$ cat config.mk
export PLATFORM = sky130hd
export DESIGN_NAME = instruction_fetch_flat
export DESIGN_NICKNAME = d
export VERILOG_FILES = /design/src/rtl/mips_pkg.sv /design/src/rtl/instruction_fetch_if.sv /design/src/rtl/instruction_fetch_pc_next_mux.sv /design/src/rtl/instruction_fetch.sv /design/src/flat_wrapper.sv
export SDC_FILE = /design/constraint.sdc
export NUM_CORES = 1
export LEC_CHECK = 0
export BUFFER_PORTS_ARGS = -buffer_cell sky130_fd_sc_hd__buf_2
export CAP_MARGIN = 30
export CORE_UTILIZATION = 53
export DETAILED_ROUTE_END_ITERATION = 12
export PLACE_DENSITY = 0.8
export SLEW_MARGIN = 5
export SYNTH_ARGS = -nofsm -noshare
export SYNTH_HDL_FRONTEND = slang
export SYNTH_HIERARCHICAL = 1
export SYNTH_SLANG_ARGS = --single-unit
$ cat constraint.sdc
create_clock -name clk -period 2.1 [get_ports clk]
set_input_delay 0.105 -clock clk [delete_from_list [all_inputs] [get_ports clk]]
set_output_delay 0.105 -clock clk [all_outputs]
set_load 0.05 [all_outputs]
$ cat src/rtl/mips_pkg.sv
// mips_pkg: shared widths, reset PC, fetch FSM states and the NOP word for the MIPS core.
package mips_pkg;
    localparam int INST_W = 32;
    localparam int ADDR_W = 32;
    localparam logic [ADDR_W-1:0] RESET_PC = 32'h0000_0000;
    localparam logic [INST_W-1:0] NOP = 32'h0000_0000;
    typedef enum logic {RUN, HALTED} fetch_state_t;
endpackage

$ cat src/rtl/instruction_fetch_if.sv
// instruction_fetch_if: fetch-stage bundle.
//   master (fetch stage): takes stall/flush/redirect/halt controls and imem_data;
//                         drives imem_addr, the IF/ID register outputs and status.
//   slave  (environment): the mirror image.
interface instruction_fetch_if;
    import mips_pkg::*;
    logic              stall;
    logic              flush;
    logic              redirect_valid;
    logic [ADDR_W-1:0] redirect_pc;
    logic              halt;
    logic [ADDR_W-1:0] imem_addr;
    logic [INST_W-1:0] imem_data;
    logic              id_valid;
    logic [INST_W-1:0] id_inst;
    logic [ADDR_W-1:0] id_pc;
    logic [ADDR_W-1:0] id_pc_plus4;
    logic              halted;
    logic              misaligned;
    logic [31:0]       fetch_count;
    modport master (
        input  stall, flush, redirect_valid, redirect_pc, halt, imem_data,
        output imem_addr, id_valid, id_inst, id_pc, id_pc_plus4, halted, misaligned, fetch_count
    );
    modport slave (
        output stall, flush, redirect_valid, redirect_pc, halt, imem_data,
        input  imem_addr, id_valid, id_inst, id_pc, id_pc_plus4, halted, misaligned, fetch_count
    );
endinterface

$ cat src/rtl/instruction_fetch_pc_next_mux.sv
// pc_next_mux: combinational next-PC selection.
//   pc, redirectValid, redirectPc, pendValid, pendPc -> nextPc, pcPlus4,
//   alignedTarget (redirectPc with [1:0] cleared), badTarget (redirect with nonzero [1:0]).
module pc_next_mux
    import mips_pkg::*;
(
    input  logic [ADDR_W-1:0] pc,
    input  logic              redirectValid,
    input  logic [ADDR_W-1:0] redirectPc,
    input  logic              pendValid,
    input  logic [ADDR_W-1:0] pendPc,
    output logic [ADDR_W-1:0] nextPc,
    output logic [ADDR_W-1:0] pcPlus4,
    output logic [ADDR_W-1:0] alignedTarget,
    output logic              badTarget
);
    always_comb begin
        pcPlus4       = pc + 32'd4;
        alignedTarget = {redirectPc[ADDR_W-1:2], 2'b00};
        badTarget     = redirectValid && (redirectPc[1:0] != 2'b00);
        nextPc        = redirectValid ? alignedTarget : pendValid ? pendPc : pcPlus4;
    end
endmodule

$ cat src/rtl/instruction_fetch.sv
// instruction_fetch: MIPS fetch stage; owns the PC, drives imem_addr, captures IF/ID.
//   clk, rst : clock and synchronous active-high reset
//   bus      : instruction_fetch_if.master (controls in, imem and IF/ID outputs)
module instruction_fetch
    import mips_pkg::*;
#(
    parameter logic [ADDR_W-1:0] RESET_PC = mips_pkg::RESET_PC
) (
    input logic               clk,
    input logic               rst,
    instruction_fetch_if.master bus
);
    fetch_state_t      state, nextState;
    logic [ADDR_W-1:0] pc, pendPc, nextPc, pcPlus4, alignedTarget, idPc, idPcPlus4;
    logic [INST_W-1:0] idInst;
    logic [31:0]       fetchCount;
    logic              pendValid, badTarget, idValid, misSticky, running;

    pc_next_mux u_mux (
        .pc(pc),
        .redirectValid(bus.redirect_valid),
        .redirectPc(bus.redirect_pc),
        .pendValid(pendValid),
        .pendPc(pendPc),
        .nextPc(nextPc),
        .pcPlus4(pcPlus4),
        .alignedTarget(alignedTarget),
        .badTarget(badTarget)
    );

    always_comb begin
        running   = state == RUN;
        nextState = state;
        if (running && !bus.stall && bus.halt)
            nextState = HALTED;
    end

    always_ff @(posedge clk) begin
        if (rst) begin
            state      <= RUN;
            pc         <= RESET_PC;
            pendValid  <= 1'b0;
            pendPc     <= '0;
            idValid    <= 1'b0;
            idInst     <= NOP;
            idPc       <= '0;
            idPcPlus4  <= '0;
            misSticky  <= 1'b0;
            fetchCount <= '0;
        end else begin
            state     <= nextState;
            misSticky <= misSticky | (running && badTarget);
            if (!running)
                idValid <= 1'b0;
            else if (bus.stall) begin
                // Park the redirect until the stall releases; a newer one wins.
                if (bus.redirect_valid) begin
                    pendValid <= 1'b1;
                    pendPc    <= alignedTarget;
                end
                if (bus.flush)
                    idValid <= 1'b0;
            end else begin
                pc         <= nextPc;
                pendValid  <= 1'b0;
                idInst     <= bus.imem_data;
                idPc       <= pc;
                idPcPlus4  <= pcPlus4;
                idValid    <= !bus.flush;
                fetchCount <= fetchCount + {31'b0, !bus.flush};
            end
        end
    end

    assign bus.imem_addr   = pc;
    assign bus.id_valid    = idValid;
    assign bus.id_inst     = idInst;
    assign bus.id_pc       = idPc;
    assign bus.id_pc_plus4 = idPcPlus4;
    assign bus.halted      = state == HALTED;
    assign bus.misaligned  = misSticky;
    assign bus.fetch_count = fetchCount;
endmodule

$ cat src/flat_wrapper.sv
// flat-port wrapper written by rule: the top's interface ports become plain ports
module instruction_fetch_flat import mips_pkg::*;
#(
    parameter logic [ADDR_W-1:0] RESET_PC = mips_pkg::RESET_PC
)
  (clk, rst, bus_stall, bus_flush, bus_redirect_valid, bus_redirect_pc, bus_halt, bus_imem_data, bus_imem_addr, bus_id_valid, bus_id_inst, bus_id_pc, bus_id_pc_plus4, bus_halted, bus_misaligned, bus_fetch_count);
  instruction_fetch_if bus_i ();
  input logic clk;
  input logic rst;
  input wire logic [$bits(bus_i.stall)-1:0] bus_stall;
  input wire logic [$bits(bus_i.flush)-1:0] bus_flush;
  input wire logic [$bits(bus_i.redirect_valid)-1:0] bus_redirect_valid;
  input wire logic [$bits(bus_i.redirect_pc)-1:0] bus_redirect_pc;
  input wire logic [$bits(bus_i.halt)-1:0] bus_halt;
  input wire logic [$bits(bus_i.imem_data)-1:0] bus_imem_data;
  output wire logic [$bits(bus_i.imem_addr)-1:0] bus_imem_addr;
  output wire logic [$bits(bus_i.id_valid)-1:0] bus_id_valid;
  output wire logic [$bits(bus_i.id_inst)-1:0] bus_id_inst;
  output wire logic [$bits(bus_i.id_pc)-1:0] bus_id_pc;
  output wire logic [$bits(bus_i.id_pc_plus4)-1:0] bus_id_pc_plus4;
  output wire logic [$bits(bus_i.halted)-1:0] bus_halted;
  output wire logic [$bits(bus_i.misaligned)-1:0] bus_misaligned;
  output wire logic [$bits(bus_i.fetch_count)-1:0] bus_fetch_count;
  assign bus_i.stall = bus_stall;
  assign bus_i.flush = bus_flush;
  assign bus_i.redirect_valid = bus_redirect_valid;
  assign bus_i.redirect_pc = bus_redirect_pc;
  assign bus_i.halt = bus_halt;
  assign bus_i.imem_data = bus_imem_data;
  assign bus_imem_addr = bus_i.imem_addr;
  assign bus_id_valid = bus_i.id_valid;
  assign bus_id_inst = bus_i.id_inst;
  assign bus_id_pc = bus_i.id_pc;
  assign bus_id_pc_plus4 = bus_i.id_pc_plus4;
  assign bus_halted = bus_i.halted;
  assign bus_misaligned = bus_i.misaligned;
  assign bus_fetch_count = bus_i.fetch_count;
  instruction_fetch #(.RESET_PC(RESET_PC)) u_core (.clk(clk), .rst(rst), .bus(bus_i));
endmodule
==> results of run 1 <==
==> repair_timing <==
action	in CTS	in global routing
gates resized for setup	0	5
hold buffers	65	0
endpoints found under the setup margin	0	14
buffers inserted	0	4
endpoints found under the hold margin	65	0
==> worst paths after layout <==
path	start	endpoint	slack (ps)	cells past startpoint
worst max-delay path	u_core/bus.imem_addr[3]$_SDFFE_PP0N_	u_core/bus.imem_addr[26]$_SDFFE_PP0N_	120	9
worst min-delay path	bus_redirect_pc[1]	u_core/bus.misaligned$_SDFF_PP0_	30	4
worst max register to register	u_core/bus.imem_addr[3]$_SDFFE_PP0N_	u_core/bus.imem_addr[26]$_SDFFE_PP0N_	120	9
worst min register to register	u_core/bus.id_inst[18]$_SDFFE_PP0N_	u_core/bus.id_inst[18]$_SDFFE_PP0N_	450	2
==> logic make-up (layout without fill, tap and decap cells) <==
group           count (synthesis)  after routing  share of synthesized area
simple gates                  506            507                      0.263
mux                            21             21                     0.0242
buf+inv                       124            384                     0.0703
flops                         196            196                      0.447
xor+xnor                       31             31                     0.0318
compound gates                254            254                      0.158
fa+ha+maj                       4              4                    0.00570
other cells                     1              2                   0.000427
==> area by class of cell <==
type / count / area share
Timing Repair Buffer: 339 / 0.192
Tap cell: 216 / 0.0237
Clock inverter: 13 / 0.0201
Sequential cell: 196 / 0.346
Clock buffer: 19 / 0.0389
Multi-Input combinational cell: 819 / 0.375
Inverter: 13 / 0.00428
==> critical path, stage by stage (launching register included) <==
cell     delay, ps
dfxtp_2        370
ha_1           190
and3_1         240
buf_4          160
nand3_1        140
nor3_1         250
xor2_1         250
a21o_1         150
nand2_1         40
a21oi_1        110
==> metrics by stage <==
step	worst slack (ps)	hold WS [ps]
2_1_floorplan	1.97	241
3_3_place_gp	184	345
3_5_place_dp	116	346
4_1_cts	64.1	2.28
5_1_grt	3.74	53.8
6_report	117	29.4
==> sequential cells by signal, summed over array words and instances (netlist names) <==
register,cells
u_core/bus.halted,1
u_core/bus.id_pc_plus4,32
u_core/bus.fetch_count,32
u_core/bus.id_valid,1
u_core/pendPc,32
u_core/bus.id_inst,32
u_core/bus.imem_addr,32
u_core/bus.id_pc,32
u_core/bus.misaligned,1
u_core/pendValid,1
==> metal layers <==
metal | track usage | up-vias | share of wire
li1 | - | 4297 | -
met2 | 0.454 | 346 | 0.48
met4 | 0.118 | 0 | 0.031
met1 | 0.355 | 4093 | 0.42
met3 | 0.0664 | 54 | 0.068
met5 | 0 | - | 0
==> report_power, final <==
group	internal (uW)	switching [uW]
clock network	2270	1410
registers	3850	88.6
logic	404	873
==> cell usage after synthesis, types with 2 or more instances <==
master / number / area share
buf_4: 36 / 0.031
nand3_1: 19 / 0.011
a22o_1: 6 / 0.0060
o31a_1: 3 / 0.0030
nor2b_1: 3 / 0.0021
mux2i_1: 19 / 0.022
a22oi_1: 2 / 0.0017
nand4_4: 4 / 0.0097
buf_1: 4 / 0.0017
o21ai_1: 11 / 0.0063
nand2b_1: 4 / 0.0029
nand4_1: 15 / 0.011
inv_2: 2 / 0.00086
and3_1: 8 / 0.0057
a21o_1: 6 / 0.0051
buf_2: 7 / 0.0040
dfxtp_1: 196 / 0.45
a21oi_1: 186 / 0.11
nor4_1: 4 / 0.0029
nor3_1: 13 / 0.0074
xor2_1: 15 / 0.015
xnor2_1: 15 / 0.015
nor4_2: 2 / 0.0029
nand2_1: 367 / 0.16
and4_1: 8 / 0.0080
or2_2: 5 / 0.0036
or4_1: 9 / 0.0077
clkbuf_1: 63 / 0.027
inv_1: 11 / 0.0047
and2_1: 6 / 0.0043
nor2_1: 20 / 0.0086
o21a_1: 5 / 0.0043
o31ai_1: 15 / 0.013
ha_1: 4 / 0.0057
o21ai_0: 18 / 0.010
or3_1: 11 / 0.0078
==> metrics.txt, run 1 <==
Slew Limit Fails 0; input/output buffers 232; clk sinks 196; GRT overflow 0; CTS buffer count 17; crit share post-route 0.944; global-route wire length before repair 37.7 mm; CTS tree yes; H-Tree Depth 4; Crit path required time 2460 ps; final core occ 0.712; synthesized area per cell 7.72 sq um; status finished clean; Yosys warnings 6; Slew @ Worst Pin 613 ps; post-route insts no fill 1615; commonest non-fill, non-tap cell in the layout nand2_1; final RePlAce weighted congestion 0.870; Slew HR 0.590; maxcap violations 0; aggregate global-route resource usage 0.279; Seq/Total Area, Yosys 0.447; Fmax achieved 504 MHz; minimum clock period 1980 ps; final wirelength 24.8 mm; Final nets 1460; Peak VDD IR 570 uV; Synth Flop Type dfxtp_1; Pre-Repair DR Iteration Count 7; ANT nets after route 0; worst skew pair latency 430 ps; DP Area 0.0100 sq mm; Filler Cell Count 1295; Worst Path Max Fanout 6; Starting Density 0.548; Die Wd 131 um; HP Class in -> reg; Max Buffers Root-to-Sink 2; I/O Pins 233; DRT iter0 DRCs 685; Post-Place Cells 1513; FFs w/ async S/R, synth 0; die height 131 um; Cells after Synth 1137; crit path DAT 2340 ps; largest net degree at the start of global routing 99; synthesized flop and latch total 196; Leak 0.00488 uW; most frequent cells in the layout nand2_1 (366), buf_2 (231), a21oi_1 (186); Mapped Area 0.00877 sq mm; Pwr Total 8900 uW; final instance area 0.0114 sq mm; DR WL/cell 15.3 um; vias in the first global route 7829; kind of critical path reg -> reg; die footprint 0.0171 sq mm; CP startpoint kind flip-flop; HPWL after DPL 15.5 mm; synth unique cells 51; Setup Skew 10.6 ps; CP endpoint kind flip-flop; core area 0.0160 sq mm; layout cells sized above 1 0.251; initial antenna violation count 0; n_diodes 0; RSZ-0062 raised after global routing false; Layout area overhead 29.9%; CTS root buf clkbuf_16; storage element area 0.00395 sq mm; Sum Neg Setup Slack 0 ps; Finish-stage setup viols 0; Hold Violations, Final 0; Post-synth EDFFs 0; Clk pin slew, worst setup/hold paths 70 ps; via count 8790; number of cell rows 46; # DRC 0; PD cells 781 mW/mm^2; drt via density 5.44; multi-input logic area 0.00427 sq mm
Power figures use the tool's default switching activity.
==> run 2: changes to the inputs <==
--- a/config.mk
+++ b/config.mk
@@ -10,6 +10,7 @@
 export CORE_UTILIZATION = 53
 export DETAILED_ROUTE_END_ITERATION = 12
 export PLACE_DENSITY = 0.8
+export RECOVER_POWER = 100
 export SLEW_MARGIN = 5
 export SYNTH_ARGS = -nofsm -noshare
 export SYNTH_HDL_FRONTEND = slang
==> run 2 against run 1 <==
Net effect:
- sequential share of layout area up 0.68 points
- clock skew about the same
- highest routed layer unchanged
- fmax down 0.50%
- non-clock buffer count unchanged
- critical path type unchanged
- first-iteration DRC count down 3.4%
==> metrics.txt, run 2 (synthesis gave the netlist of run 1 again) <==
HP Class in -> reg; core area 0.0160 sq mm; vias in the first global route 7829; kind of critical path reg -> reg; layout cells sized above 1 0.132; Starting Density 0.548; die footprint 0.0171 sq mm; final RePlAce weighted congestion 0.870; n_diodes 0; Final nets 1460; Hold Violations, Final 0; final wirelength 24.8 mm; ANT nets after route 0; minimum clock period 1990 ps; die height 131 um; HPWL after DPL 15.5 mm; CTS root buf clkbuf_16; via count 8808; FF-to-FF Start u_core/bus.fetch_count[6]$_SDFFE_PP0N_; crit path launch u_core/bus.fetch_count[6]$_SDFFE_PP0N_; status finished clean; most frequent cells in the layout nand2_1 (366), a21oi_1 (186), dfxtp_1 (177); CP endpoint kind flip-flop; RSZ-0062 raised after global routing false; initial antenna violation count 0; crit path DAT 2300 ps; Clk pin slew, worst setup/hold paths 70 ps; Peak VDD IR 571 uV; Slew Limit Fails 0; H-Tree Depth 4; multi-input logic area 0.00427 sq mm; # DRC 0; Pre-Repair DR Iteration Count 5; Layout area overhead 27.4%; maxcap violations 0; drt via density 5.45; Sum Neg Setup Slack 0 ps; PD cells 793 mW/mm^2; Leak 0.00418 uW; R2R Setup Slk 110 ps; Slew HR 0.517; aggregate global-route resource usage 0.279; DRT iter0 DRCs 662; Finish-stage setup viols 0; Fmax achieved 502 MHz; Die Wd 131 um; Worst Path Max Fanout 7; CP startpoint kind flip-flop; CTS buffer count 17; global-route wire length before repair 37.7 mm; DR WL/cell 15.3 um; Filler Cell Count 1383; hold wc startpoint bus_redirect_pc[1]; CTS tree yes; DP Worst Slack 116 ps; commonest non-fill, non-tap cell in the layout nand2_1; crit share post-route 0.949; input/output buffers 232; Slew @ Worst Pin 725 ps; largest net degree at the start of global routing 99; Crit path required time 2410 ps; I/O Pins 233; Setup Skew 11.0 ps; clk sinks 196; number of cell rows 46; Max Buffers Root-to-Sink 2; setup ws final 107 ps; storage element area 0.00395 sq mm; GRT overflow 0; worst skew pair latency 430 ps
-- run 2: changes by cell type in the layout (fill, tap and decap cells not counted) --
| cell | delta |
|---|---|
| inv_1 | +1 |
| and2_1 | -2 |
| clkbuf_1 | +165 |
| clkbuf_4 | +1 |
| clkbuf_2 | +2 |
| buf_4 | -6 |
| and2_0 | +2 |
| inv_2 | -1 |
| buf_2 | -162 |
-- run 2: power by group --
group	total [uW]	internal, uW	switching [uW]
Sequential	3940	3850	91.6
Clock	3680	2270	1410
Combinational	1240	372	872
Total	8870	6490	2370
-- run 2: critical path, cell delays in order, from the launching register on --
cell and delay [ps]:
dfxtp_1 430, and4_1 480, nand4_2 320, nor4_1 290, mux2_1 350
-- run 2: timing repair --
item / 4_1_cts / 5_1_grt
setup buffers: 0 / 4
gates resized for setup: 0 / 5
setup endpoints to repair: 0 / 14
hold buffers: 65 / 0
endpoints found under the hold margin: 65 / 0
-- run 2: worst paths after layout --
path / end / cells after the start
setup / recovery: u_core/bus.fetch_count[31]$_SDFFE_PP0N_ / 4
hold / removal: u_core/bus.misaligned$_SDFF_PP0_ / 4
setup reg to reg: u_core/bus.fetch_count[31]$_SDFFE_PP0N_ / 4
hold reg to reg: u_core/pendPc[29]$_SDFFE_PP0P_ / 2
-- run 2: stage by stage --
step | cells | util | hold slack [ps] | power (uW) | instance area [sq um]
final | 1615 | 0.699 | 19.7 | 8870 | 11200
after CTS | 1610 | 0.709 | 2.28 | 8940 | 11300
after global routing | 1615 | 0.699 | 54.1 | 9180 | 11200
after detailed placement | 1513 | 0.626 | 346 | 5190 | 10000
after global placement | 1513 | 0.626 | 345 | 5170 | 10000
after floorplan | 1138 | - | 241 | 4870 | 8800
-- run 2: metal layers --
| metal | up-vias | GRT usage | part of all wire |
|---|---|---|---|
| li1 | 4296 | - | - |
| met1 | 4086 | 0.355 | 0.42 |
| met2 | 364 | 0.454 | 0.47 |
| met3 | 62 | 0.0664 | 0.068 |
| met4 | 0 | 0.118 | 0.035 |
| met5 | - | 0 | 0 |
-- run 2: area by class of cell --
type                    count  area share
repair buffers            339       0.176
clock inverters            13      0.0205
flip-flops and latches    196       0.353
inverters                  13     0.00437
clock buffers              19      0.0396
well taps                 216      0.0242
multi-input cells         819       0.382
